`config.mk`:
```
export PLATFORM = sky130hd
export DESIGN_NAME = xor_gate
export DESIGN_NICKNAME = d
export VERILOG_FILES = /design/src/rtl/xor_gate_pkg.sv /design/src/rtl/xor_gate_popcount.sv /design/src/rtl/xor_gate.sv
export SDC_FILE = /design/constraint.sdc
export NUM_CORES = 1
export LEC_CHECK = 0
export CAP_MARGIN = 20
export CORE_MARGIN = 2
export CORE_UTILIZATION = 35
export DETAILED_ROUTE_END_ITERATION = 6
export GPL_ROUTABILITY_DRIVEN = 1
export GPL_TIMING_DRIVEN = 1
export HOLD_SLACK_MARGIN = 0.02
export PLACE_DENSITY_LB_ADDON = 0.05
export SLEW_MARGIN = 20
export SYNTH_ARGS = -nofsm -noshare
export SYNTH_HDL_FRONTEND = slang
export SYNTH_SLANG_ARGS = --single-unit
```
`constraint.sdc`:
```
create_clock -name clk -period 6.2 [get_ports clk]
set_input_delay 1.55 -clock clk [delete_from_list [all_inputs] [get_ports clk]]
set_output_delay 1.55 -clock clk [all_outputs]
set_load 0.01 [all_outputs]
```
`src/rtl/xor_gate_pkg.sv`:
```
// Shared constants and helpers for the xor_gate block: default operand width,
// transaction counter width and the popcount result width.
package xor_gate_pkg;

  localparam int DEFAULT_WIDTH = 16;
  localparam int COUNT_WIDTH   = 16;

  // Width needed to hold a population count of 0..width inclusive.
  function automatic int hamming_width(input int width);
    return $clog2(width + 1);
  endfunction

endpackage

```
`src/rtl/xor_gate_popcount.sv`:
```
// Combinational population count of a WIDTH-bit vector.
module popcount
  import xor_gate_pkg::*;
#(
  parameter int WIDTH = DEFAULT_WIDTH
) (
  input  logic [WIDTH-1:0]                vec,
  output logic [hamming_width(WIDTH)-1:0] count
);

  localparam int HW = hamming_width(WIDTH);

  // NOTE: combinational outputs get a default before the loop so no path
  // leaves them unassigned, which would otherwise infer a latch.
  always_comb begin
    count = '0;
    for (int i = 0; i < WIDTH; i++) begin
      count = count + HW'(vec[i]);
    end
  end

endmodule

```
`src/rtl/xor_gate.sv`:
```
// Bitwise XOR with a combinational result plus a registered result stage that
// also reports hamming distance, parity, equality and a saturating op counter.
module xor_gate
  import xor_gate_pkg::*;
#(
  parameter int WIDTH = DEFAULT_WIDTH
) (
  input  logic                            clk,
  input  logic                            rst,
  input  logic [WIDTH-1:0]                a,
  input  logic [WIDTH-1:0]                b,
  input  logic                            in_valid,
  output logic [WIDTH-1:0]                out,
  output logic                            out_valid,
  output logic [WIDTH-1:0]                out_q,
  output logic [hamming_width(WIDTH)-1:0] hamming_q,
  output logic                            parity_q,
  output logic                            zero_q,
  output logic [COUNT_WIDTH-1:0]          op_count
);

  localparam int HW = hamming_width(WIDTH);

  logic [HW-1:0] hamming;

  // The live XOR is independent of clock and reset.
  assign out = a ^ b;

  popcount #(.WIDTH(WIDTH)) u_popcount (
    .vec   (out),
    .count (hamming)
  );

  // NOTE: state updates use non-blocking assignments so every register
  // samples pre-edge values regardless of statement order.
  always_ff @(posedge clk) begin
    if (rst) begin
      out_valid <= 1'b0;
      out_q     <= '0;
      hamming_q <= '0;
      parity_q  <= 1'b0;
      zero_q    <= 1'b0;
      op_count  <= '0;
    end else begin
      out_valid <= in_valid;
      if (in_valid) begin
        out_q     <= out;
        hamming_q <= hamming;
        parity_q  <= ^out;
        zero_q    <= (hamming == '0);
        // Saturate rather than wrap once every count value is used.
        if (op_count != '1) begin
          op_count <= op_count + 1'b1;
        end
      end
    end
  end

endmodule

```
==> reports/qor.log <==
[status] result of the run finished clean
[finish] fraction of final layout cells sized beyond drive strength 1 4.96%
[synth] Unique masters post-synth 32
[sta] number of max-slew violations in the final report 0
[clock_tree] CTS buffer count 5
[critical_path] CP max stage cell fa_1
[pwr] Power Dens Cells 293 mW/mm^2
[clock_tree] # hold bufs at CTS 0
[finish] share of the core filled with cells in the final layout 53.2%
[pwr] net switching power of the design 0.337 mW
[sta] RSZ-0062 raised after global routing false
[pwr] internal portion of total power 0.649 mW
[critical_path] Max FO, Critical Path 3
[sta] final worst-path cycle share 91.9%
[pwr] power share of the combinational group 51.5%
[critical_path] Crit path arrival time 5.86 ns
[worst_hold_path] endpoint with the worst hold slack hamming_q[4]
[clock_tree] count of buffers added by post-CTS timing repair for setup 0
[synth] share of synthesized area occupied by flip-flops and latches 35.4%
[place] post-place setup slack 0.143 ns
[floorplanning] Die Y-Extent 84.4 um
[place] Area after DPL 0.00327 sq mm
[synth] number of enable flip-flop cells after synthesis 0
[pwr] highest ir drop seen on vdd 0.000207 V
[critical_path] number of buffer and inverter stages on the critical path 4
[finish] leading cell type in the layout, fill and taps excluded clkdlybuf4s50_1
[finish] diodes inserted 0
[global_route] first-pass GRT wire length 8660 um
[worst_hold_path] depth of the worst hold-timing path 2
[clock_tree] clock tree from TritonCTS built
[floorplanning] area of the core 0.00631 sq mm
[critical_path] worst reg2reg setup slack 4.25 ns
[finish] commonest cells after routing, fill and taps aside 89 x clkdlybuf4s50_1, 40 x dfxtp_1, 34 x nor2_1
[finish] P&R area growth vs syn 48.5%
[sta] actual slew at the worst max-slew pin 0.881 ns
[sta] Setup-failing EPs final 0
[critical_path] crit start category primary input
[clock_tree] insertion delay of the later-clocked pin in the worst-skew pair 0.29 ns
[synth] most frequently used flop master after synthesis dfxtp_1
[synth] cells after synthesis 248
[finish] Fillers 632
[synth] number of flip-flops and latches in the synthesized netlist 40
[clock_tree] sink count of the clock tree 40
[place] detailed placer's ending HPWL 4040 um
[critical_path] Reg2Reg Depth 5
[worst_hold_path] worst min-delay path startpoint hamming_q[4]
[route] drt wl/cell 12.6 um
[clock_tree] number of H-tree branching levels 2
[synth] total number of yosys warnings 0
[critical_path] critical path's most frequent cell fa_1
[route] DR vias 2003
[clock_tree] Worst-path clk slew 0.08 ns
[global_route] initial antenna violation count 0
[route] ANT nets after route 0
[floorplanning] num ports 91
[critical_path] CP Class in2reg
[route] routed vias/inst 4.77
[global_route] total grt overflow 0
[floorplanning] die outline area 0.00712 sq mm
[critical_path] required time worst endpoint 6.37 ns
[global_route] number of global-route vias before repair 1857
[pwr] portion of total power attributed to sequential cells 29.9%
[critical_path] top cell family by delay on the critical path adder cells
[sta] final setup margin 0.501 ns
[critical_path] endpoint kind of the worst setup timing path register
[critical_path] reg-to-reg critical path startpoint op_count[4]
[clock_tree] PostCTS Resize Cnt 0
[floorplanning] starting density of the core 35.8%
[place] RD Place Congestion 0.727
[sta] summed negative setup slack over all endpoints 0 ns
[pwr] leakage power 1.33 nW
[pwr] Switching Fraction 34.1%
[sta] maximum clock skew at final layout 0.00611 ns
[route] number of remaining DRC errors 0
[worst_hold_path] path category of the worst min-delay check reg2reg
[finish] Nets 394
[route] Total Wirelength 5300 um
[clock_tree] buffer cell driving the clock tree root clkbuf_8
[synth] leading cell types by total area after synthesis dfxtp_1 35%, xnor2_1 10%, fa_1 8.8%
[flow_run] Maximum Capacitance Violations 0
[critical_path] biggest cell delay along the critical path 0.51 ns
[sta] final period demand of the worst path 5.70 ns
[global_route] GRT Overall Usage 14.9%
[finish] post-layout instance area 0.00336 sq mm
[critical_path] Cell Chain, Critical Path clkdlybuf4s50_1 > xor2_1 > ha_1 > inv_1 > fa_1 > fa_1 > inv_1 > fa_1 > fa_1 > fa_1 > inv_1 > fa_1 > nor3b_1 > nand4b_1 > a21oi_1
[sta] final hold viol count 0
[synth] cell taking the most area after synthesis dfxtp_1
[synth] post-synthesis average cell area 9.12 sq um
[sta] achievable frequency 175 MHz
[route] count of routing violations after the opening detailed-route iteration 59
[place] number of buffers inserted by port buffering 90
[critical_path] endpoint of the worst register-to-register path op_count[13]
[global_route] maximum number of pins on one net before global-route repair 49
[synth] share of async-settable or async-resettable flops after synthesis 0%
[pwr] share of total power in the clock network 18.6%
[synth] fraction of synthesized cell area taken by the top area cell type 35.4%
[floorplanning] # rows 29
[synth] syn nets 300
[synth] synthesized cell area 0.00226 sq mm
[floorplanning] Chip Width 84.4 um
[clock_tree] maximum clock insertion buffer count 2
[sta] relative max-transition margin 41.3%
[route] number of detailed-routing iterations run before antenna repair 4
[worst min-delay path, delay by kind of cell (launching register included)]
family / cells / cell delay [ns]
DFF: 1 / 0.32
and+or+nand+nor: 1 / 0.06
AOI/OAI and AO/OA: 1 / 0.06
[power by group through the flow]
stage                     clock (mW)  combinational, mW  sequential, mW
after floorplan                    0              0.341           0.311
after global placement             0              0.511           0.301
after detailed placement           0              0.516           0.301
after CTS                      0.191              0.520           0.295
after global routing           0.201              0.572           0.298
final                          0.183              0.508           0.295
[kinds of logic (layout without fill, tap and decap cells)]
logic type               after synthesis  in the layout  synth area share, %
AO/OA/AOI/OAI                         27             27                 8.35
XOR/XNOR                              41             41                 17.4
adder cells (fa/ha/maj)               17             17                 12.7
buffers and inverters                 35            130                 5.81
flip-flops                            40             40                 35.4
multiplexers                           6              6                 2.65
AND/OR/NAND/NOR                       82             82                 17.6
[Yosys cell counts, types with 2 or more instances]
| cell | number |
|---|---|
| o21ai_0 | 2 |
| nor2b_1 | 2 |
| ha_1 | 7 |
| nand4_1 | 5 |
| dfxtp_1 | 40 |
| xor2_1 | 11 |
| nor2_1 | 34 |
| inv_1 | 26 |
| nand2_1 | 10 |
| a211oi_1 | 15 |
| nand2b_1 | 2 |
| xnor3_1 | 2 |
| xnor2_1 | 27 |
| fa_1 | 10 |
| mux2i_1 | 6 |
| and4_1 | 4 |
| nand3_1 | 9 |
| nor3_1 | 5 |
| a21oi_1 | 6 |
| clkbuf_1 | 8 |
| nor4_1 | 3 |
| and3_1 | 4 |
[metal layers]
metal,up-vias,share of wire [%],wire length (um),track usage (%)
li1,1013,-,-,-
met1,930,46,2440,19.6
met2,58,47,2500,24.0
met3,2,6.1,323,4.23
met4,0,0.57,30,4.33
met5,-,0,0,0
[state kept, by name (all words and copies together) (netlist names)]
| register | flops |
|---|---|
| hamming_q | 5 |
| op_count | 16 |
| out_q | 16 |
| out_valid | 1 |
| parity_q | 1 |
| zero_q | 1 |
[layout make-up]
cell class,instances,area [sq um],share of cell area [%]
Clock inverter,1,7.51,0.223
Sequential cell,40,801,23.8
Multi-Input combinational cell,173,1330,39.6
Timing Repair Buffer,96,941,28.0
Clock buffer,7,86.3,2.57
Inverter,26,97.6,2.91
Tap cell,77,96.3,2.87
[through the flow]
step,cells,hold slack [ns],total power [mW]
after CTS,420,0.481,1.01
after global placement,412,0.461,0.812
after detailed placement,412,0.467,0.817
after floorplan,248,0.494,0.652
final,420,0.477,0.986
after global routing,420,0.509,1.07
[worst max-delay path by stage]
| stage | from | cells after the start | endpoint |
|---|---|---|---|
| floorplan | b[1] | 14 | zero_q |
| global placement | a[0] | 15 | zero_q |
| detailed placement | a[0] | 15 | zero_q |
| CTS | a[0] | 15 | zero_q |
| global route | a[0] | 16 | zero_q |
| finish | a[0] | 15 | zero_q |
No activity file was read; power rests on OpenSTA's default activity.
